File: src/rtl/store_buffer_pkg.sv
// Shared definitions for the store buffer and its byte-lane helpers.
//   - Store size encodings (byte / half / word).
//   - Buffered entry layout: word address, lane-aligned data, byte enables.
package store_buffer_pkg;

  localparam logic [1:0] SZ_BYTE = 2'b00;
  localparam logic [1:0] SZ_HALF = 2'b01;
  localparam logic [1:0] SZ_WORD = 2'b10;

  // Loads are checked at word granularity: every lane of the word counts.
  localparam logic [3:0] LD_LANES = 4'b1111;

  typedef struct packed {
    logic [29:0] waddr;
    logic [31:0] data;
    logic [3:0]  be;
  } sb_entry_t;

endpackage

File: src/rtl/store_align.sv
// Combinational byte-lane aligner for stores.
// Ports:
//   offset_i  in  2   st_addr[1:0] of the store
//   size_i    in  2   SZ_BYTE / SZ_HALF / SZ_WORD (2'b11 illegal)
//   data_i    in  32  rs2 value; only the low byte/half/word is used
//   wdata_o   out 32  data shifted into its lanes, other lanes zero
//   be_o      out 4   byte enables matching wdata_o
//   illegal_o out 1   misaligned access or illegal size
module store_align
  import store_buffer_pkg::*;
(
  input  logic [1:0]  offset_i,
  input  logic [1:0]  size_i,
  input  logic [31:0] data_i,
  output logic [31:0] wdata_o,
  output logic [3:0]  be_o,
  output logic        illegal_o
);

  logic [4:0] shamt_s;
  assign shamt_s = {offset_i, 3'b000};

  // Lane placement and legality check; illegal stores drive no lanes.
  always_comb begin
    wdata_o   = 32'h0000_0000;
    be_o      = 4'b0000;
    illegal_o = 1'b0;
    case (size_i)
      SZ_BYTE: begin
        be_o    = 4'b0001 << offset_i;
        wdata_o = {24'h00_0000, data_i[7:0]} << shamt_s;
      end
      SZ_HALF: begin
        if (offset_i[0]) begin
          illegal_o = 1'b1;
        end else begin
          be_o    = 4'b0011 << offset_i;
          wdata_o = {16'h0000, data_i[15:0]} << shamt_s;
        end
      end
      SZ_WORD: begin
        if (offset_i != 2'b00) begin
          illegal_o = 1'b1;
        end else begin
          be_o    = 4'b1111;
          wdata_o = data_i;
        end
      end
      default: begin
        illegal_o = 1'b1;
      end
    endcase
  end

endmodule

File: src/rtl/store_buffer.sv
// In-order store buffer between the EX/MEM store request and data memory.
// Aligns stores into byte lanes, queues legal ones, drains them over a
// req/ack handshake, flags rejected stores and reports load overlap.
// Ports:
//   clk, rst                     clock, synchronous active-high reset
//   st_valid/st_ready            store request handshake
//   st_addr, st_data, st_size    store byte address, rs2 value, size
//   mem_req/mem_ack              head entry handshake to data memory
//   mem_addr, mem_wdata, mem_be  head entry word address, data, enables
//   misalign, err_addr           rejected-store pulse and its address
//   ld_addr, ld_hit              load word overlap check
//   empty                        no entries buffered
module store_buffer
  import store_buffer_pkg::*;
#(
  parameter int unsigned DEPTH = 4
) (
  input  logic        clk,
  input  logic        rst,
  input  logic        st_valid,
  output logic        st_ready,
  input  logic [31:0] st_addr,
  input  logic [31:0] st_data,
  input  logic [1:0]  st_size,
  output logic        mem_req,
  input  logic        mem_ack,
  output logic [31:0] mem_addr,
  output logic [31:0] mem_wdata,
  output logic [3:0]  mem_be,
  output logic        misalign,
  output logic [31:0] err_addr,
  input  logic [31:0] ld_addr,
  output logic        ld_hit,
  output logic        empty
);

  localparam int unsigned PTR_W = $clog2(DEPTH);
  localparam int unsigned CNT_W = PTR_W + 1;

  sb_entry_t          entries_q [DEPTH];
  logic [DEPTH-1:0]   valid_q;
  logic [PTR_W-1:0]   head_q, tail_q;
  logic [CNT_W-1:0]   count_q, count_d;
  logic               misalign_q;
  logic [31:0]        err_addr_q;

  logic [31:0] al_wdata_s;
  logic [3:0]  al_be_s;
  logic        al_illegal_s;
  logic        full_s, accept_s, push_s, pop_s;
  sb_entry_t   head_s;
  logic [1:0]  unused_ld_off;

  store_align u_align (
    .offset_i  (st_addr[1:0]),
    .size_i    (st_size),
    .data_i    (st_data),
    .wdata_o   (al_wdata_s),
    .be_o      (al_be_s),
    .illegal_o (al_illegal_s)
  );

  assign full_s   = (count_q == CNT_W'(DEPTH));
  assign empty    = (count_q == '0);
  assign st_ready = !full_s;
  assign accept_s = st_valid && st_ready;
  assign push_s   = accept_s && !al_illegal_s;
  assign mem_req  = !empty;
  assign pop_s    = mem_req && mem_ack;

  // Head outputs are forced to zero when empty so stale drained data never shows.
  assign head_s    = entries_q[head_q];
  assign mem_addr  = empty ? 32'h0000_0000 : {head_s.waddr, 2'b00};
  assign mem_wdata = empty ? 32'h0000_0000 : head_s.data;
  assign mem_be    = empty ? 4'b0000 : head_s.be;

  assign misalign = misalign_q;
  assign err_addr = err_addr_q;

  // Load offset bits are irrelevant: the overlap check is word-wide.
  assign unused_ld_off = ld_addr[1:0];

  // Occupancy next state; simultaneous push and pop cancel.
  always_comb begin
    count_d = count_q;
    case ({push_s, pop_s})
      2'b10:   count_d = count_q + CNT_W'(1);
      2'b01:   count_d = count_q - CNT_W'(1);
      default: count_d = count_q;
    endcase
  end

  // Load overlap against every valid entry.
  always_comb begin
    ld_hit = 1'b0;
    for (int i = 0; i < int'(DEPTH); i++) begin
      if (valid_q[i] && (entries_q[i].waddr == ld_addr[31:2]) &&
          ((entries_q[i].be & LD_LANES) != 4'b0000)) begin
        ld_hit = 1'b1;
      end else begin
        ld_hit = ld_hit;
      end
    end
  end

  // FIFO storage, pointers, occupancy and rejected-store reporting.
  always_ff @(posedge clk) begin
    if (rst) begin
      for (int i = 0; i < int'(DEPTH); i++) begin
        entries_q[i] <= '0;
      end
      valid_q    <= '0;
      head_q     <= '0;
      tail_q     <= '0;
      count_q    <= '0;
      misalign_q <= 1'b0;
      err_addr_q <= 32'h0000_0000;
    end else begin
      // Push and pop never target the same slot: push needs !full, pop needs !empty.
      if (push_s) begin
        entries_q[tail_q] <= '{waddr: st_addr[31:2], data: al_wdata_s, be: al_be_s};
        valid_q[tail_q]   <= 1'b1;
        tail_q            <= tail_q + PTR_W'(1);
      end
      if (pop_s) begin
        valid_q[head_q] <= 1'b0;
        head_q          <= head_q + PTR_W'(1);
      end
      count_q    <= count_d;
      misalign_q <= accept_s && al_illegal_s;
      if (accept_s && al_illegal_s) begin
        err_addr_q <= st_addr;
      end
    end
  end

endmodule

File: config.mk
export PLATFORM = sky130hd
export DESIGN_NAME = store_buffer
export DESIGN_NICKNAME = d
export VERILOG_FILES = /design/src/rtl/store_buffer_pkg.sv /design/src/rtl/store_align.sv /design/src/rtl/store_buffer.sv
export SDC_FILE = /design/constraint.sdc
export NUM_CORES = 1
export LEC_CHECK = 0
export CORE_ASPECT_RATIO = 1.4
export CORE_MARGIN = 1.5
export CORE_UTILIZATION = 40
export CTS_CLUSTER_DIAMETER = 150
export DETAILED_ROUTE_END_ITERATION = 10
export MAX_ROUTING_LAYER = met4
export SYNTH_ARGS = -nofsm -noshare
export SYNTH_HDL_FRONTEND = slang
export SYNTH_SLANG_ARGS = --single-unit
File: constraint.sdc
create_clock -name clk -period 18.5 [get_ports clk]
set_input_delay 5.55 -clock clk [delete_from_list [all_inputs] [get_ports clk]]
set_output_delay 5.55 -clock clk [all_outputs]
set_load 0.005 [all_outputs]
After elaboration in Yosys (flattened, before gate mapping)
Memory sizes are Yosys's and may differ from the RTL's. A register that Yosys moved wholly into a read port is not among the register bits. Cells that the tools add are included. W data, S select, Z words.

Flip-flop bits (word level): 44. ROM bits: 0. Memories kept: 1. Word-level logic and storage cells: 91. Bits in writable memories: 264. Bits of input ports: 102. Bits in latches: 0.

Shifts and indexed selects: 4. Add/subtract/negate cells: 4. Equal/unequal tests: 9. Div/mod/pow operators: 0. Muxes and demuxes: 34. Magnitude comparators: 4. Bitwise operators: 3. Reductions and logical operators: 26. $mul: 0.

Memories: entries_q (words 4, bits a word 66, rd ports 5, clocked after memory_dff 1, write ports 4, RTL line store_buffer.sv:40) `sb_entry_t entries_q [DEPTH];`.

Operator list (count): $mux W32 (4); $eq A30 B30 Y1 (4); $pmux W32 S3 (1); $mux W66 (1); $reduce_or A66 Y1 (1); $shl A16 B5 Y32 (1); $shl A8 B5 Y32 (1); $mux W4 (6); $reduce_bool A4 Y1 (4); $logic_and A1 B1 Y1 (14); $mux W1 (14); $pmux W4 S3 (1); $lt A2 B3 Y1 const B (2); $mux W2 (3); $pmux W3 S2 (1); $add A2 B1 Y2 const B (2); $and A4 B4 Y4 (1); $demux W1 S2 (2); $eq A2 B1 Y1 const B (2); $eq A2 B2 Y1 const B (2); $ge A2 B1 Y1 const B (2); $not A4 Y4 (1); $or A4 B4 Y4 (1); $reduce_bool A2 Y1 (2); other kinds (9) (11).

Logic depth before layout (Yosys ltp)
Word-level depth: 10. Mapped depth: 11. Mapped depth without buffers: 10.

By module
A second synthesis with hierarchy kept.

Cell total of the unflattened synthesis: 1208. Area, all modules: 15658.8 um2.

Modules (own cells, without submodules): store_buffer (times used 1, cells an instance 1126, area an instance 15099.5 um2); store_align (times used 1, cells an instance 82, area an instance 559.3 um2).

Least setup slack after synthesis
No wires, ideal clock.

Kind: input -> output. Start: in ld_addr[15]. End: out ld_hit. Slack: 6.482 ns. Buffers on the path: 1. Stages: 6. Data required time: 12.950 ns. Data arrival time: 6.468 ns. Cells stage by stage: clkbuf_1 xnor2_1 nand4_1 nor4_1 nand4_1 nand4_1.

Word-level cells in the longest chain between the ends: 7.

RTL lines: start: declaration (RTL line store_buffer.sv:32) `input logic [31:0] ld_addr,`; $eq A30 B30 Y1 (RTL line store_buffer.sv:97) `if (valid_q[i] && (entries_q[i].waddr == ld_addr[31:2]) &&`; $logic_and A1 B1 Y1 (2 in a row) (RTL line store_buffer.sv:97); $mux W1 (3 in a row) (RTL line store_buffer.sv:97); $mux W1 (*) (RTL line store_buffer.sv:97); end: declaration (RTL line store_buffer.sv:33) `output logic ld_hit,`.

Every way passes the cells marked *; elsewhere a longest branch is shown, timed or not.

Final worst setup path
Start: in ld_addr[29]. End: out ld_hit.

The elaborated chain is that of the path after synthesis.

==> impl_metrics.tcl <==
set metrics [dict create \
    outcome "completed" \
    clock_latency_ns 0.59 \
    clock_sinks 310 \
    synth.yosys.seq_area_share 0.5793 \
    cp_common_cell "nand4_1" \
    ys_seq_elements 310 \
    synth_top_area_share 0.5190 \
    final_cell_mix "264 x edfxtp_1, 201 x clkdlybuf4s50_1, 123 x and2_1" \
    end_kind "output port" \
    setup_slack_ns 4.975 \
    crit_slowest_cell "clkdlybuf4s50_1" \
    first_pass_iters 8 \
    fmax_mhz 73.94 \
    cts_buffers 31 \
    io_pins 207 \
    fp.dieH_um 234.2 \
    yosysUniqueCellTypes 44 \
    totalWireLength_um 45220 \
    max_stage_delay_ns 0.53 \
    grt_use_total 0.2375 \
    wire_per_inst_um 24.52 \
    grt_pass1_wl_um 66170 \
    drc 0 \
    slew_headroom 0.2788 \
    fin_util 0.4982 \
    final_max_slew_viol_count 0 \
    yosys.area.top_type "edfxtp_1" \
    via_per_inst 5.495 \
    syn_area_mm2 0.01527 \
    synthToLayoutAreaGrowth_pct 22.72 \
    cp.depth 7 \
    path_clk_slew_ns 0.06 \
    p_leak_nw 6.768 \
    h-tree-depth 1 \
    cp_top_family "buffers and inverters" \
    period_share 0.7311 \
    place_ws_ns 5.003 \
    final_nets 1456 \
    hold_viol 0 \
    clockBufferDepth 3 \
    r2r_end "entries_q[2][4]" \
    crit_chain "clkdlybuf4s50_1 -> xnor2_1 -> nand4_1 -> nor4_1 -> nand4_1 -> nand4_1 -> clkdlybuf4s50_1" \
    antenna_found_initial 1 \
    critPathBufInv 2 \
    num_rows 84 \
    setup_viol 0 \
    synth_cells 1188 \
    grt_max_degree 121 \
    holdBufCountCts 0 \
    die_area_mm2 0.03938 \
    port_buffers 202 \
    crit_type "input pin to output port" \
    grt_overflow 0 \
    grt_pass1_vias 10379 \
    rsz0062_at_grt "false" \
    die_x_um 168.2 \
    worst_pin_slew_ns 1.077 \
    ff2ff_path_depth 6 \
    initialDrtViolationCount 924 \
    vias 10132 \
    synth_area_per_cell_um2 12.86 \
    fin_skew_ns 0.01300 \
    required_ns 12.95 \
    hold_path.class "flip-flop to flip-flop" \
    root_buffer "clkbuf_16" \
    tns_ns 0 \
    final_antenna_net_count 0 \
    fin_hold_ws_ns 0.4525 \
    cap_violations 0 \
    post-cts-setup-buffers 0 \
    synthTopCellsByArea "edfxtp_1 52%, mux4_2 9.7%, dfxtp_1 6.0%, xnor2_1 5.2%, and2_1 5.0%" \
    ir_drop_v 0.00008228 \
    synth_warnings 0 \
    ctsResizeCount 0 \
    dp_hpwl_um 30050 \
    drive_above_1_share 0.1183 \
    post-route-min-period_ns 13.52 \
    layout_commonest_cell "edfxtp_1" \
    fillers 3347 \
    crit_start "ld_addr[29]" \
    cts_tree "done" \
    worstPathArrival_ns 7.97 \
    p_per_area_mw_per_mm2 110.8 \
    r2r_start "count_q[0]" \
    seq_area_mm2 0.008853 \
    cp_max_fo 4 \
    place_congestion 0.8981 \
    r2r_slack_ns 15.53 \
    cp-start-kind "input pin" \
    multi_input_area_mm2 0.005898 \
    start_util 0.4060 \
    endpoint "ld_hit" \
    core_area_mm2 0.03763 \
]
[synth_stat cells]
library cell	number
clkinv_1	1
nor2_2	1
o41ai_1	1
conb_1	1
a211oi_1	4
buf_8	2
and3_1	99
dfxtp_1	46
edfxtp_1	264
xor2_1	33
o21a_1	1
o31ai_1	2
nor2_4	1
buf_2	26
nor2_1	91
buf_1	3
and2_1	123
nand4_1	31
clkbuf_1	49
a21oi_1	41
nor3_2	1
nand2_2	1
o21ai_0	1
fa_1	1
ha_1	9
clkbuf_2	12
nand2_1	72
xnor2_1	91
buf_6	3
buf_12	1
inv_1	18
nor3b_2	1
o22ai_1	1
nor3_1	34
nand2b_4	8
buf_4	3
mux4_2	66
o22a_2	1
or3_1	2
a22oi_1	16
nor4b_4	1
a222oi_1	8
or3b_1	1
nor4_1	16
[flip-flops by register name (all words and copies together), names as in the netlist, named ones only]
name and flops:
misalign 1, err_addr 32, head_q 2, tail_q 2
entries_q 264, valid_q 4, count_q 3
[power breakdown]
part | switching [mW] | leakage, nW | internal (mW)
Combinational | 0.249 | 3.08 | 0.271
Sequential | 0.0439 | 3.11 | 0.802
Clock | 0.277 | 0.573 | 0.434
[routing by layer]
layer / up-vias / global-route usage / share of wire
met5: - / - / 0
met4: 0 / 0.08315 / 0.034
met3: 69 / 0.02363 / 0.056
met2: 389 / 0.4368 / 0.54
met1: 5031 / 0.2697 / 0.37
li1: 4643 / - / -
[worst min path at each step]
stage            startpoint           end  slack (ns)  cells past startpoint
5_1_grt        err_addr[31]  err_addr[31]        0.47                      2
3_3_place_gp   err_addr[21]  err_addr[21]        0.44                      2
3_5_place_dp   err_addr[28]  err_addr[28]        0.45                      2
4_1_cts        err_addr[28]  err_addr[28]        0.46                      2
2_1_floorplan   err_addr[0]   err_addr[0]        0.45                      2
6_report       err_addr[31]  err_addr[31]        0.45                      2
[worst reg2reg max path: stages, from the launching register on]
cell     delay, ns
dfxtp_1       0.34
or3b_1        0.43
and2_1        0.23
nand4_1       0.10
buf_4         0.40
nand2_2       0.52
buf_4         0.57
[cells by family after synthesis]
| kind of cell | after synthesis | synth area share |
|---|---|---|
| AND/OR/NAND/NOR | 483 | 0.1746 |
| flip-flops | 310 | 0.5793 |
| XOR/XNOR | 124 | 0.07110 |
| buffers and inverters | 118 | 0.03686 |
| AO/OA/AOI/OAI | 76 | 0.03195 |
| multiplexers | 66 | 0.09731 |
| adder cells (fa/ha/maj) | 10 | 0.008683 |
| other | 1 | 0.0002455 |
[stage by stage]
| step | total power, mW | std cells | instance area, um^2 |
|---|---|---|---|
| floorplan | 1.131 | 1189 | 15280 |
| global placement | 1.390 | 1784 | 17570 |
| detailed placement | 1.394 | 1784 | 17570 |
| CTS | 2.105 | 1842 | 18740 |
| global route | 2.161 | 1843 | 18740 |
| finish | 2.077 | 1844 | 18750 |
[area by class of cell]
class | instances | area share
antenna | 2 | 0.0002670
clock buffer | 42 | 0.04919
clock inverter | 16 | 0.01302
inverter | 19 | 0.003805
multi-input combinational | 761 | 0.3146
sequential | 310 | 0.4723
tap | 473 | 0.03157
timing repair buffer | 221 | 0.1152
No activity file was read; power rests on OpenSTA's default activity.
